File: config.mk
export PLATFORM = sky130hd
export DESIGN_NAME = cpu_wb_scheduler
export DESIGN_NICKNAME = d
export VERILOG_FILES = /design/src/rtl/cpu_pkg.sv /design/src/rtl/cpu_scoreboard.sv /design/src/rtl/cpu_wb_scheduler.sv
export SDC_FILE = /design/constraint.sdc
export NUM_CORES = 1
export LEC_CHECK = 0
export ABC_AREA = 1
export BUFFER_PORTS_ARGS = -buffer_cell sky130_fd_sc_hd__buf_2
export CORE_ASPECT_RATIO = 0.75
export CORE_UTILIZATION = 45
export DETAILED_ROUTE_END_ITERATION = 10
export GPL_TIMING_DRIVEN = 0
export PLACE_DENSITY = 0.85
export SLEW_MARGIN = 20
export SYNTH_ARGS = -nofsm -noshare
export SYNTH_HDL_FRONTEND = slang
export SYNTH_SLANG_ARGS = --single-unit
File: constraint.sdc
create_clock -name clock -period 1.63 [get_ports clock]
set_input_delay 0.0815 -clock clock [delete_from_list [all_inputs] [get_ports clock]]
set_output_delay 0.0815 -clock clock [all_outputs]
set_load 0.01 [all_outputs]
File: src/rtl/cpu_pkg.sv
`default_nettype none
// ============================================================================
// Module      : cpu_pkg
// Description : Shared types and constants for the CPU writeback scheduler.
// Revision    : 1.0 - initial release
// ============================================================================
package cpu_pkg;

    typedef struct packed {
        logic        valid;
        logic [4:0]  dst;
        logic [31:0] data;
    } wb_req_t;

    localparam logic [4:0] REG_ZERO = 5'd0;

    typedef enum logic {
        WB_MDU = 1'b0,
        WB_LSU = 1'b1
    } wb_src_e;

endpackage
`default_nettype wire

File: src/rtl/cpu_scoreboard.sv
`default_nettype none
// ============================================================================
// Module      : cpu_scoreboard
// Description : Pending-destination bitmap with set/clear and 3-port lookup.
// Revision    : 1.0 - initial release
// ============================================================================
module cpu_scoreboard
    import cpu_pkg::*;
(
    input  logic       clock,
    input  logic       reset,
    input  logic       i_set_en,
    input  logic [4:0] i_set_reg,
    input  logic       i_clr_en,
    input  logic [4:0] i_clr_reg,
    input  logic [4:0] i_rd_a,
    input  logic [4:0] i_rd_b,
    input  logic [4:0] i_rd_d,
    output logic       o_hazard
);

    logic [31:0] r_pending;
    logic [31:0] w_set_mask;
    logic [31:0] w_clr_mask;
    logic [31:0] w_next;

    // Set is applied after clear so a same-cycle retire/reissue stays pending.
    always_comb begin
        w_set_mask = '0;
        w_clr_mask = '0;
        if (i_set_en && (i_set_reg != REG_ZERO)) w_set_mask[i_set_reg] = 1'b1;
        if (i_clr_en) w_clr_mask[i_clr_reg] = 1'b1;
        w_next    = (r_pending & ~w_clr_mask) | w_set_mask;
        w_next[0] = 1'b0;
    end

    always_ff @(posedge clock) begin
        if (reset) r_pending <= '0;
        else       r_pending <= w_next;
    end

    assign o_hazard = r_pending[i_rd_a] | r_pending[i_rd_b] | r_pending[i_rd_d];

endmodule
`default_nettype wire

File: src/rtl/cpu_wb_scheduler.sv
`default_nettype none
// ============================================================================
// Module      : cpu_wb_scheduler
// Description : Register-file write-port arbiter (pipeline > RR{MDU,LSU})
//               with scoreboard-driven decode stall and starvation hold.
// Revision    : 1.0 - initial release
// ============================================================================
module cpu_wb_scheduler
    import cpu_pkg::*;
#(
    parameter int STARVE_LIMIT = 8
) (
    input  logic        clock,
    input  logic        reset,
    input  logic        p4_wb_en,
    input  logic [4:0]  p4_wb_reg,
    input  logic [31:0] p4_wb_data,
    input  logic        mdu_valid,
    input  logic [4:0]  mdu_reg,
    input  logic [31:0] mdu_data,
    output logic        mdu_ready,
    input  logic        lsu_valid,
    input  logic [4:0]  lsu_reg,
    input  logic [31:0] lsu_data,
    output logic        lsu_ready,
    input  logic        p2_issue_ll,
    input  logic [4:0]  p2_reg_a,
    input  logic [4:0]  p2_reg_b,
    input  logic [4:0]  p2_reg_d,
    output logic        p2_stall,
    output logic        wb_hold,
    output logic        p4_write_en,
    output logic [4:0]  p4_reg_d,
    output logic [31:0] p4_reg_data_d
);

    localparam int              c_CW    = $clog2(STARVE_LIMIT + 1);
    localparam logic [c_CW-1:0] c_LIMIT = c_CW'(STARVE_LIMIT);

    wb_req_t          w_mdu_req;
    wb_req_t          w_lsu_req;
    wb_req_t          w_sel_req;
    logic             w_pipe_own;
    logic             w_mdu_grant;
    logic             w_lsu_grant;
    logic             w_any_grant;
    logic             w_hazard;
    logic             w_issue;
    wb_src_e          r_rr;
    logic [c_CW-1:0]  r_mdu_wait;
    logic [c_CW-1:0]  r_lsu_wait;

    assign w_mdu_req  = '{valid: mdu_valid, dst: mdu_reg, data: mdu_data};
    assign w_lsu_req  = '{valid: lsu_valid, dst: lsu_reg, data: lsu_data};
    assign w_pipe_own = p4_wb_en && (p4_wb_reg != REG_ZERO);

    always_comb begin
        w_mdu_grant = 1'b0;
        w_lsu_grant = 1'b0;
        if (!reset && !w_pipe_own) begin
            if (mdu_valid && lsu_valid) begin
                if (r_rr == WB_MDU) w_mdu_grant = 1'b1;
                else                w_lsu_grant = 1'b1;
            end else if (mdu_valid) begin
                w_mdu_grant = 1'b1;
            end else if (lsu_valid) begin
                w_lsu_grant = 1'b1;
            end
        end
    end

    assign w_any_grant = w_mdu_grant | w_lsu_grant;
    assign w_sel_req   = w_mdu_grant ? w_mdu_req : w_lsu_req;
    assign mdu_ready   = w_mdu_grant;
    assign lsu_ready   = w_lsu_grant;

    // A granted write to r0 is consumed but never reaches the regfile.
    always_comb begin
        p4_write_en   = 1'b0;
        p4_reg_d      = '0;
        p4_reg_data_d = '0;
        if (!reset) begin
            if (w_pipe_own) begin
                p4_write_en   = 1'b1;
                p4_reg_d      = p4_wb_reg;
                p4_reg_data_d = p4_wb_data;
            end else if (w_any_grant && w_sel_req.valid) begin
                p4_write_en   = (w_sel_req.dst != REG_ZERO);
                p4_reg_d      = w_sel_req.dst;
                p4_reg_data_d = w_sel_req.data;
            end
        end
    end

    assign p2_stall = reset | w_hazard;
    assign w_issue  = p2_issue_ll && !p2_stall;

    cpu_scoreboard u_scoreboard (
        .clock     (clock),
        .reset     (reset),
        .i_set_en  (w_issue),
        .i_set_reg (p2_reg_d),
        .i_clr_en  (w_any_grant),
        .i_clr_reg (w_sel_req.dst),
        .i_rd_a    (p2_reg_a),
        .i_rd_b    (p2_reg_b),
        .i_rd_d    (p2_reg_d),
        .o_hazard  (w_hazard)
    );

    function automatic logic [c_CW-1:0] next_wait(input logic valid, input logic ready,
                                                  input logic [c_CW-1:0] cnt);
        if (!valid || ready) return '0;
        if (cnt == c_LIMIT)  return cnt;
        return cnt + 1'b1;
    endfunction

    always_ff @(posedge clock) begin
        if (reset) begin
            r_rr       <= WB_MDU;
            r_mdu_wait <= '0;
            r_lsu_wait <= '0;
        end else begin
            r_mdu_wait <= next_wait(mdu_valid, w_mdu_grant, r_mdu_wait);
            r_lsu_wait <= next_wait(lsu_valid, w_lsu_grant, r_lsu_wait);
            if (w_any_grant) r_rr <= w_mdu_grant ? WB_LSU : WB_MDU;
        end
    end

    assign wb_hold = !reset && ((r_mdu_wait == c_LIMIT) || (r_lsu_wait == c_LIMIT));

endmodule
`default_nettype wire

==> results by group, run 1 <==
Timing
  • Unrepaired setup endpoints after global routing: yes
  • Maximum clock frequency: 486 MHz
  • Count of final max-slew check failures: 0
  • Worst hold slack: roughly 0.11 ns
  • Number of hold violations in the final report: 0
  • Final-report setup violation count: 70
  • Pin slew with the least headroom to its limit: approximately 0.57 ns
  • Fin crit share: 126%
  • Min Clock Period, post-route: 2.06 ns
  • Setup WS post-layout: -0.429 ns
  • Maximum clock skew at final layout: ~0.0088 ns
  • Rel. slew slack: about 62%

Synthesis
  • Portion of the post-synthesis area used by sequential elements: a little under a fifth
  • Top_reg_cell synth: sky130_fd_sc_hd__dfxtp_1
  • Share of synthesized registers carrying an async set or reset: 0%
  • Warning count from the yosys run: 0
  • Largest cells by area after synthesis: sky130_fd_sc_hd__nand2_1 28%, sky130_fd_sc_hd__dfxtp_1 19%, sky130_fd_sc_hd__nand3_1 9.0%
  • Number of synthesized flops with an enable pin: 0
  • Dominant cell type by area after synthesis: sky130_fd_sc_hd__nand2_1
  • Share of Yosys cell area claimed by the top area cell type: around 28%
  • Area of the mapped netlist: between 4000 and 5000 sq um
  • Instance count of the mapped netlist: slightly below 800
  • Commonest cells in the synthesized netlist: 308 x sky130_fd_sc_hd__nand2_1, 84 x sky130_fd_sc_hd__inv_1, 75 x sky130_fd_sc_hd__nand3_1, 67 x sky130_fd_sc_hd__nor2_1, 65 x sky130_fd_sc_hd__a21oi_1
  • Net count of the mapped netlist: approximately 900
  • Distinct cell type count of the synthesized netlist: 29
  • Synth Register Bits: 40
  • Most frequent cell after synthesis: sky130_fd_sc_hd__nand2_1
  • Avg Inst Size Synth: about 5.3 sq um

Routing
  • Detailed Route WL: approximately 17,000 microns
  • DRC errors left: 2
  • Routed vias/inst: about 5.5
  • Via count of the routed design: approximately 6,100
  • Post-DR wirelength/cell: around 15 microns
  • Number of optimization iterations in the first detailed-route pass: 11
  • Antenna Nets Post-Route: 0
  • First DRT Iteration DRCs: between 1,000 and 1,500

Power and ir drop
  • Part of the power in the clock network: 36.0%
  • Logic gate share of total power: roughly 33%
  • Internal: 2.14 mW
  • Switching part of the total power: approximately a third
  • Pwr per Cell Area: between 500 and 600 nW/um^2
  • Sequential fraction of design power: just over 30%
  • Post-route total power: 3.22 mW
  • Max VDD drop: ~340 uV
  • Static leakage: 2.91 nW
  • Power dissipated by switching net loads: approximately 1.1 mW

Final layout
  • Post-layout utilization of the core: roughly two thirds
  • Final net count: 1,121
  • Number of antenna repair diodes: 0
  • Register Area: about 840 sq um
  • Signed area change from the synthesized netlist to the final layout: 40.8%
  • Footprint of the multi-input gates: ~3000 sq um
  • Layout cell share with drive strength beyond 1: roughly a third
  • Fillers: a little under 800

Place
  • Final weighted congestion in routability-driven placement: about 1
  • Count of input and output buffers: ~170
  • Half-perimeter wire length of the detailed placement result: about 12,000 microns
  • Worst Setup Slack post-DPL: -0.298 ns

Worst hold path
  • HP Start: reset
  • Class of the tightest hold or removal check: in -> reg
  • Hold Path Cell Cnt: 2
  • Hold Path End: u_scoreboard.r_pending[11]

Clocking
  • Clock slew at the register clock pins of the worst setup and hold paths: ~0.070 ns
  • Clock insertion delay at the later pin of the skew report: 0.29 ns
  • Clock sink count: 40
  • Clock buffer count from CTS: 5
  • CTS Hold Buffers Added: 0
  • Clock Tree Buf Depth: 2
  • Clock tree from TritonCTS: yes
  • Root buffer cell: sky130_fd_sc_hd__clkbuf_16
  • Number of H-tree branching levels: 2

Setup path
  • Worst reg2reg setup slack: -0.38 ns
  • Start-to-end type of the worst setup path: reg -> out
  • Destination of the worst register-to-register timing path: u_scoreboard.r_pending[24]
  • FF-to-FF path depth: 11
  • Critical path data required time: between 1.5 and 2 ns
  • Sort of element at the end of the critical path: primary output
  • CP Launch Type: register
  • Startpoint of the worst-slack reg-to-reg timing path: r_rr
  • Critical path arrival: 1.98 ns
  • Largest fanout of any net on the critical path: 5

Floorplanning
  • Number of top-level design ports: 174
  • Site row count: 30
  • Overall die area: roughly 9700 sq um
  • Area of the core region: around 9000 sq um
  • Y dimension of the die: 85.5 microns
  • Initial cell density of the core: a little under half
  • DIE WIDTH: between 100 and 150 microns

Global route
  • Number of global-route vias before repair: about 5,400
  • Global-route usage over all layers: about a third
  • Wire length of the first global-routing pass: between 20,000 and 30,000 microns
  • Total global routing overflow: 0
  • Largest net degree at the start of global routing: 15
  • Number of antenna violations at the first check in global routing: 0

Run status
  • Violated checks: DRC, setup timing
  • Outcome: finished, violations left

Job
  • Count of maximum capacitance violations: 0
==> worst max path at each step <==
stage | startpoint | slack, ns | depth (start not counted) | end
after CTS | r_rr | -0.39 | 11 | p4_write_en
after global routing | r_rr | -0.52 | 12 | p4_write_en
final | r_rr | -0.43 | 10 | p4_reg_d[1]
after floorplan | r_rr | 0.07 | 12 | u_scoreboard.r_pending[20]
after detailed placement | r_rr | -0.30 | 10 | p4_reg_data_d[26]
after global placement | r_rr | -0.30 | 10 | p4_reg_data_d[26]
==> per-stage QoR <==
step	setup TNS [ns]	cell area [sq um]	cells
6_report	-18.32	5890	1114
5_1_grt	-26.78	5890	1114
4_1_cts	-13.37	5710	1106
3_5_place_dp	-10.75	5170	1082
3_3_place_gp	-9.62	5170	1082
2_1_floorplan	0	4180	787
==> cell usage in the layout (no fill, tap or decap), drive strengths merged <==
master,netlist,routed
nand3b,3,3
clkinv,1,1
nor3,8,8
o31ai,1,1
nand2,310,310
nand4,31,31
inv,92,93
dfxtp,40,40
ha,4,4
clkbuf,9,14
clkinvlp,0,1
bufinv,0,1
nor2,73,73
xor2,6,6
nand3,77,77
a21boi,1,1
o21ai,24,24
buf,32,223
o21bai,10,10
a21oi,65,65
==> final cells by class <==
class	instances	share of cell area [%]
timing repair buffer	191	18.2
buffer	41	5.14
sequential	40	14.3
clock inverter	3	0.787
clock buffer	5	2.13
inverter	93	6.06
multi-input combinational	613	50.7
tap	128	2.72
==> worst max-delay path, cell delays in order, from the launching register on <==
cell                       delay (ns)
sky130_fd_sc_hd__dfxtp_1         0.31
sky130_fd_sc_hd__inv_2           0.06
sky130_fd_sc_hd__a21boi_2        0.05
sky130_fd_sc_hd__nor2_1          0.12
sky130_fd_sc_hd__nand3_2         0.18
sky130_fd_sc_hd__buf_6           0.19
sky130_fd_sc_hd__o21ai_4         0.19
sky130_fd_sc_hd__buf_4           0.16
sky130_fd_sc_hd__nand2_1         0.06
sky130_fd_sc_hd__a21oi_2         0.19
sky130_fd_sc_hd__buf_2           0.17
==> flip-flops by register name, summed over array words and instances (netlist names) <==
name                    cells
r_mdu_wait                  4
u_scoreboard.r_pending     31
r_rr                        1
r_lsu_wait                  4
==> power by group through the flow <==
stage | Sequential (mW) | Clock (mW) | Combinational [mW]
floorplan | 1.02 | 0 | 0.521
global placement | 1.02 | 0 | 0.861
detailed placement | 1.02 | 0 | 0.869
CTS | 0.997 | 1.15 | 0.982
global route | 0.991 | 1.21 | 1.15
finish | 0.991 | 1.16 | 1.07
==> metal layers <==
| metal | share of wire [%] | GRT usage [%] | vias to the layer above |
|---|---|---|---|
| met3 | 13 | 7.00 | 62 |
| met5 | 0 | 0 | - |
| met2 | 44 | 55.4 | 432 |
| met1 | 40 | 46.9 | 2696 |
| li1 | - | - | 2900 |
| met4 | 2.8 | 10.4 | 0 |
==> what timing repair did <==
action                     CTS  global route
setup endpoints to repair   72            73
setup buffers               13             8
gates resized for setup     94            49
gates cloned                 3             0
pin swaps                   12            20
==> logic make-up after synthesis <==
family          count (synthesis)  synth area share, %
fa+ha+maj                       4                 1.20
flops                          40                 19.2
buf+inv                       134                 14.4
compound gates                101                 13.0
simple gates                  502                 51.0
xor+xnor                        6                 1.26
(Power assumes the default switching activity.)
==> inputs of run 2 (changes only) <==
--- a/config.mk
+++ b/config.mk
@@ -10,8 +10,8 @@
 export CORE_ASPECT_RATIO = 0.75
 export CORE_UTILIZATION = 45
 export DETAILED_ROUTE_END_ITERATION = 10
-export GPL_TIMING_DRIVEN = 0
 export PLACE_DENSITY = 0.85
+export SETUP_SLACK_MARGIN = 0.3
 export SLEW_MARGIN = 20
 export SYNTH_ARGS = -nofsm -noshare
 export SYNTH_HDL_FRONTEND = slang
==> results by group, run 2 (same netlist as run 1, synthesis figures left out) <==
Timing
  • Unrepaired setup endpoints after global routing: yes
  • Pin slew with the least headroom to its limit: 0.663 ns (+0.0944 ns)
  • Rel. slew slack: 55.8% (-6.3 points)
  • Min Clock Period, post-route: 2.15 ns (+0.0951 ns)
  • Fin crit share: 132% (+5.8 points)
  • Count of final max-slew check failures: 0 (unchanged)
  • Final-report setup violation count: 72 (+2.9%)
  • Number of hold violations in the final report: 0 (unchanged)
  • Setup WS post-layout: -0.524 ns (-0.0951 ns)
  • Maximum clock frequency: 464 MHz (-4.4%)
  • Maximum clock skew at final layout: 0.00823 ns (-0.000522 ns)

Floorplanning
  • Initial cell density of the core: 46.2% (unchanged)
  • Site row count: 30 (unchanged)
  • Area of the core region: 9050 sq um (unchanged)
  • Y dimension of the die: 85.5 microns (unchanged)
  • Overall die area: 9680 sq um (unchanged)
  • Number of top-level design ports: 174 (unchanged)
  • DIE WIDTH: 113 microns (unchanged)

Setup path
  • FF-to-FF path depth: 11 (unchanged)
  • Startpoint of the worst-slack reg-to-reg timing path: r_rr
  • Destination of the worst register-to-register timing path: u_scoreboard.r_pending[25]
  • Start-to-end type of the worst setup path: reg -> out
  • CP Launch Type: register
  • Sort of element at the end of the critical path: primary output
  • Critical path cell sequence: inv_2 -> a21boi_2 -> nor2_1 -> nand3_2 -> buf_12 -> o21ai_2 -> nand3_2 -> o21ai_2 -> a21oi_2 -> buf_2
  • Worst reg2reg setup slack: -0.37 ns (about the same)
  • Critical path arrival: 2.07 ns (+0.09 ns)
  • Maximum cell stage delay along the critical path: 0.32 ns (about the same)
  • Kind of cell adding the most delay to the critical path: compound AO/OA/AOI/OAI gates
  • Slowest cell on crit path: sky130_fd_sc_hd__dfxtp_2
  • Buffer and inverter count on the worst path: 3 (-1)
  • Largest fanout of any net on the critical path: 15 (+10)
  • Critical path data required time: 1.55 ns (about the same)

Place
  • Final weighted congestion in routability-driven placement: 0.947 (-2.8%)
  • Count of input and output buffers: 173 (+3.6%)
  • Number of placed cells counting well taps: 1,096 (+1.3%)
  • Half-perimeter wire length of the detailed placement result: 11,700 microns (-3.3%)
  • Cell Area, Placed: 5500 sq um (+6.2%)
  • Worst Setup Slack post-DPL: -0.247 ns (+0.0507 ns)

Routing
  • Routed vias/inst: 5.55 (+1.5%)
  • DRC errors left: 2 (unchanged)
  • Detailed Route WL: 17,800 microns (+3.7%)
  • Number of optimization iterations in the first detailed-route pass: 9 (-2)
  • Antenna Nets Post-Route: 0 (unchanged)
  • First DRT Iteration DRCs: 804 (-21%)
  • Via count of the routed design: 6,276 (+3.1%)
  • Post-DR wirelength/cell: 15.7 microns (+2.1%)

Global route
  • GRT met2 Usage: 57.1% (+1.7 points)
  • Largest net degree at the start of global routing: 54 (+39)
  • Wire length of the first global-routing pass: 27,000 microns (+1.9%)
  • Number of antenna violations at the first check in global routing: 0 (unchanged)
  • GR met3 Demand/Resource: 6.14% (-0.86 points)
  • Number of global-route vias before repair: 5,608 (+3.6%)
  • Grt met1 use: 46.4% (-0.58 points)
  • Global-route usage over all layers: 34.8% (+0.22 points)
  • Total global routing overflow: 0 (unchanged)
  • Layer with the highest usage after global routing: met2

Worst hold path
  • HP Start: lsu_valid
  • Hold Path End: r_lsu_wait[0]
  • Class of the tightest hold or removal check: in -> reg
  • Hold Path Cell Cnt: 3 (+1)

Final layout
  • Final net count: 1,138 (+1.5%)
  • Highest-count cells in the layout ignoring fill and taps: 288 x sky130_fd_sc_hd__nand2_1, 168 x sky130_fd_sc_hd__buf_2, 68 x sky130_fd_sc_hd__inv_1
  • Largest register FFs: 31 (unchanged)
  • Leading registers by flop count: u_scoreboard.r_pending (31), r_lsu_wait (4), r_mdu_wait (4)
  • Signed area change from the synthesized netlist to the final layout: 52.2%
  • Layout cell share with drive strength beyond 1: 38.7% (+5.4 points)
  • Number of antenna repair diodes: 0 (unchanged)
  • Post-Layout Cell Count: 1,131 (+1.5%)
  • Register name with the most flops: u_scoreboard.r_pending
  • Commonest non-fill, non-tap cell in the layout: sky130_fd_sc_hd__nand2_1
  • Design Area, Final: 6360 sq um (+8.1%)

Power and ir drop
  • Power dissipated by switching net loads: 1.13 mW (+3.9%)
  • Pwr per Cell Area: 527 nW/um^2 (-3.7%)
  • Static leakage: 3.12 nW (+7.3%)
  • Max VDD drop: 405 uV (+19%)
  • Sequential fraction of design power: 29.7% (-1.1 points)
  • Internal: 2.23 mW (+4.1%)
  • Switching part of the total power: 33.6% (-0.051 points)
  • Logic gate share of total power: 35.8% (+2.6 points)
  • Part of the power in the clock network: 34.5% (-1.5 points)

Clocking
  • Clock slew at the register clock pins of the worst setup and hold paths: 0.07 ns (about the same)
  • Number of H-tree branching levels: 2 (unchanged)
  • Clock insertion delay at the later pin of the skew report: 0.29 ns (about the same)
  • Clock buffer count from CTS: 5 (unchanged)
  • Clock tree from TritonCTS: yes
  • Root buffer cell: sky130_fd_sc_hd__clkbuf_16
  • Clock sink count: 40 (unchanged)
  • Clock Tree Buf Depth: 2 (unchanged)

Run status
  • Outcome: finished, violations left
  • Violated checks: DRC, setup timing

Job
  • Count of maximum capacitance violations: 0 (unchanged)
-- run 2: changes by cell type in the layout (fill, tap and decap cells not counted), moves of 8 or more --
cell | previous run | this run
sky130_fd_sc_hd__buf_2 | 177 | 168
sky130_fd_sc_hd__a21oi_1 | 63 | 47
sky130_fd_sc_hd__buf_12 | 0 | 8
sky130_fd_sc_hd__buf_4 | 21 | 45
sky130_fd_sc_hd__clkbuf_1 | 8 | 0
sky130_fd_sc_hd__a21oi_2 | 2 | 17
-- run 2: layer usage --
metal | vias up | routed length (microns)
met3 | 103 | 2220
met1 | 2788 | 6840
met2 | 457 | 7910
met5 | - | 0
met4 | 0 | 811
li1 | 2928 | -
-- run 2: worst max path at each step --
stage / end / slack [ns] / start / cells past startpoint
2_1_floorplan: u_scoreboard.r_pending[13] / 0.11 / r_rr / 11
3_3_place_gp: u_scoreboard.r_pending[7] / -0.19 / r_rr / 11
3_5_place_dp: u_scoreboard.r_pending[7] / -0.25 / r_rr / 11
4_1_cts: p4_write_en / -0.39 / r_rr / 12
5_1_grt: p4_write_en / -0.60 / r_rr / 12
6_report: p4_write_en / -0.52 / r_rr / 10
-- run 2: timing repair --
action,CTS,global route
resized for setup,83,67
gates cloned,3,0
pin swaps,23,12
endpoints found under the setup margin,73,82
setup buffers,20,4
hold buffers,0,0
-- run 2: power groups by stage --
stage / sequential [mW] / clock [mW] / combinational [mW]
final: 0.995 / 1.16 / 1.20
after global routing: 0.996 / 1.20 / 1.28
after CTS: 0.996 / 1.15 / 1.08
after detailed placement: 1.02 / 0 / 0.971
after global placement: 1.02 / 0 / 0.962
after floorplan: 1.02 / 0 / 0.556
-- run 2: layout make-up --
cell class | count | area (sq um)
multi-input combinational | 613 | 3110
fill | 725 | 2680
timing repair buffer | 249 | 1700
sequential | 40 | 847
inverter | 93 | 372
tap | 128 | 160
clock buffer | 5 | 125
clock inverter | 3 | 46.3
-- run 2: worst min-delay path, stage by stage --
cell,delay [ns]
sky130_fd_sc_hd__buf_2,0.11
sky130_fd_sc_hd__nand3_2,0.10
sky130_fd_sc_hd__nor2_1,0.04
-- run 2: stage by stage --
stage	power (mW)	hold slack, ns	TNS, ns	utilization (%)
after floorplan	1.57	0.287	0	-
after global placement	1.98	0.454	-4.10	60.8
after detailed placement	1.99	0.450	-6.08	60.8
after CTS	3.22	0.152	-14.64	67.3
after global routing	3.48	0.108	-29.34	70.3
final	3.35	0.0928	-22.90	70.3
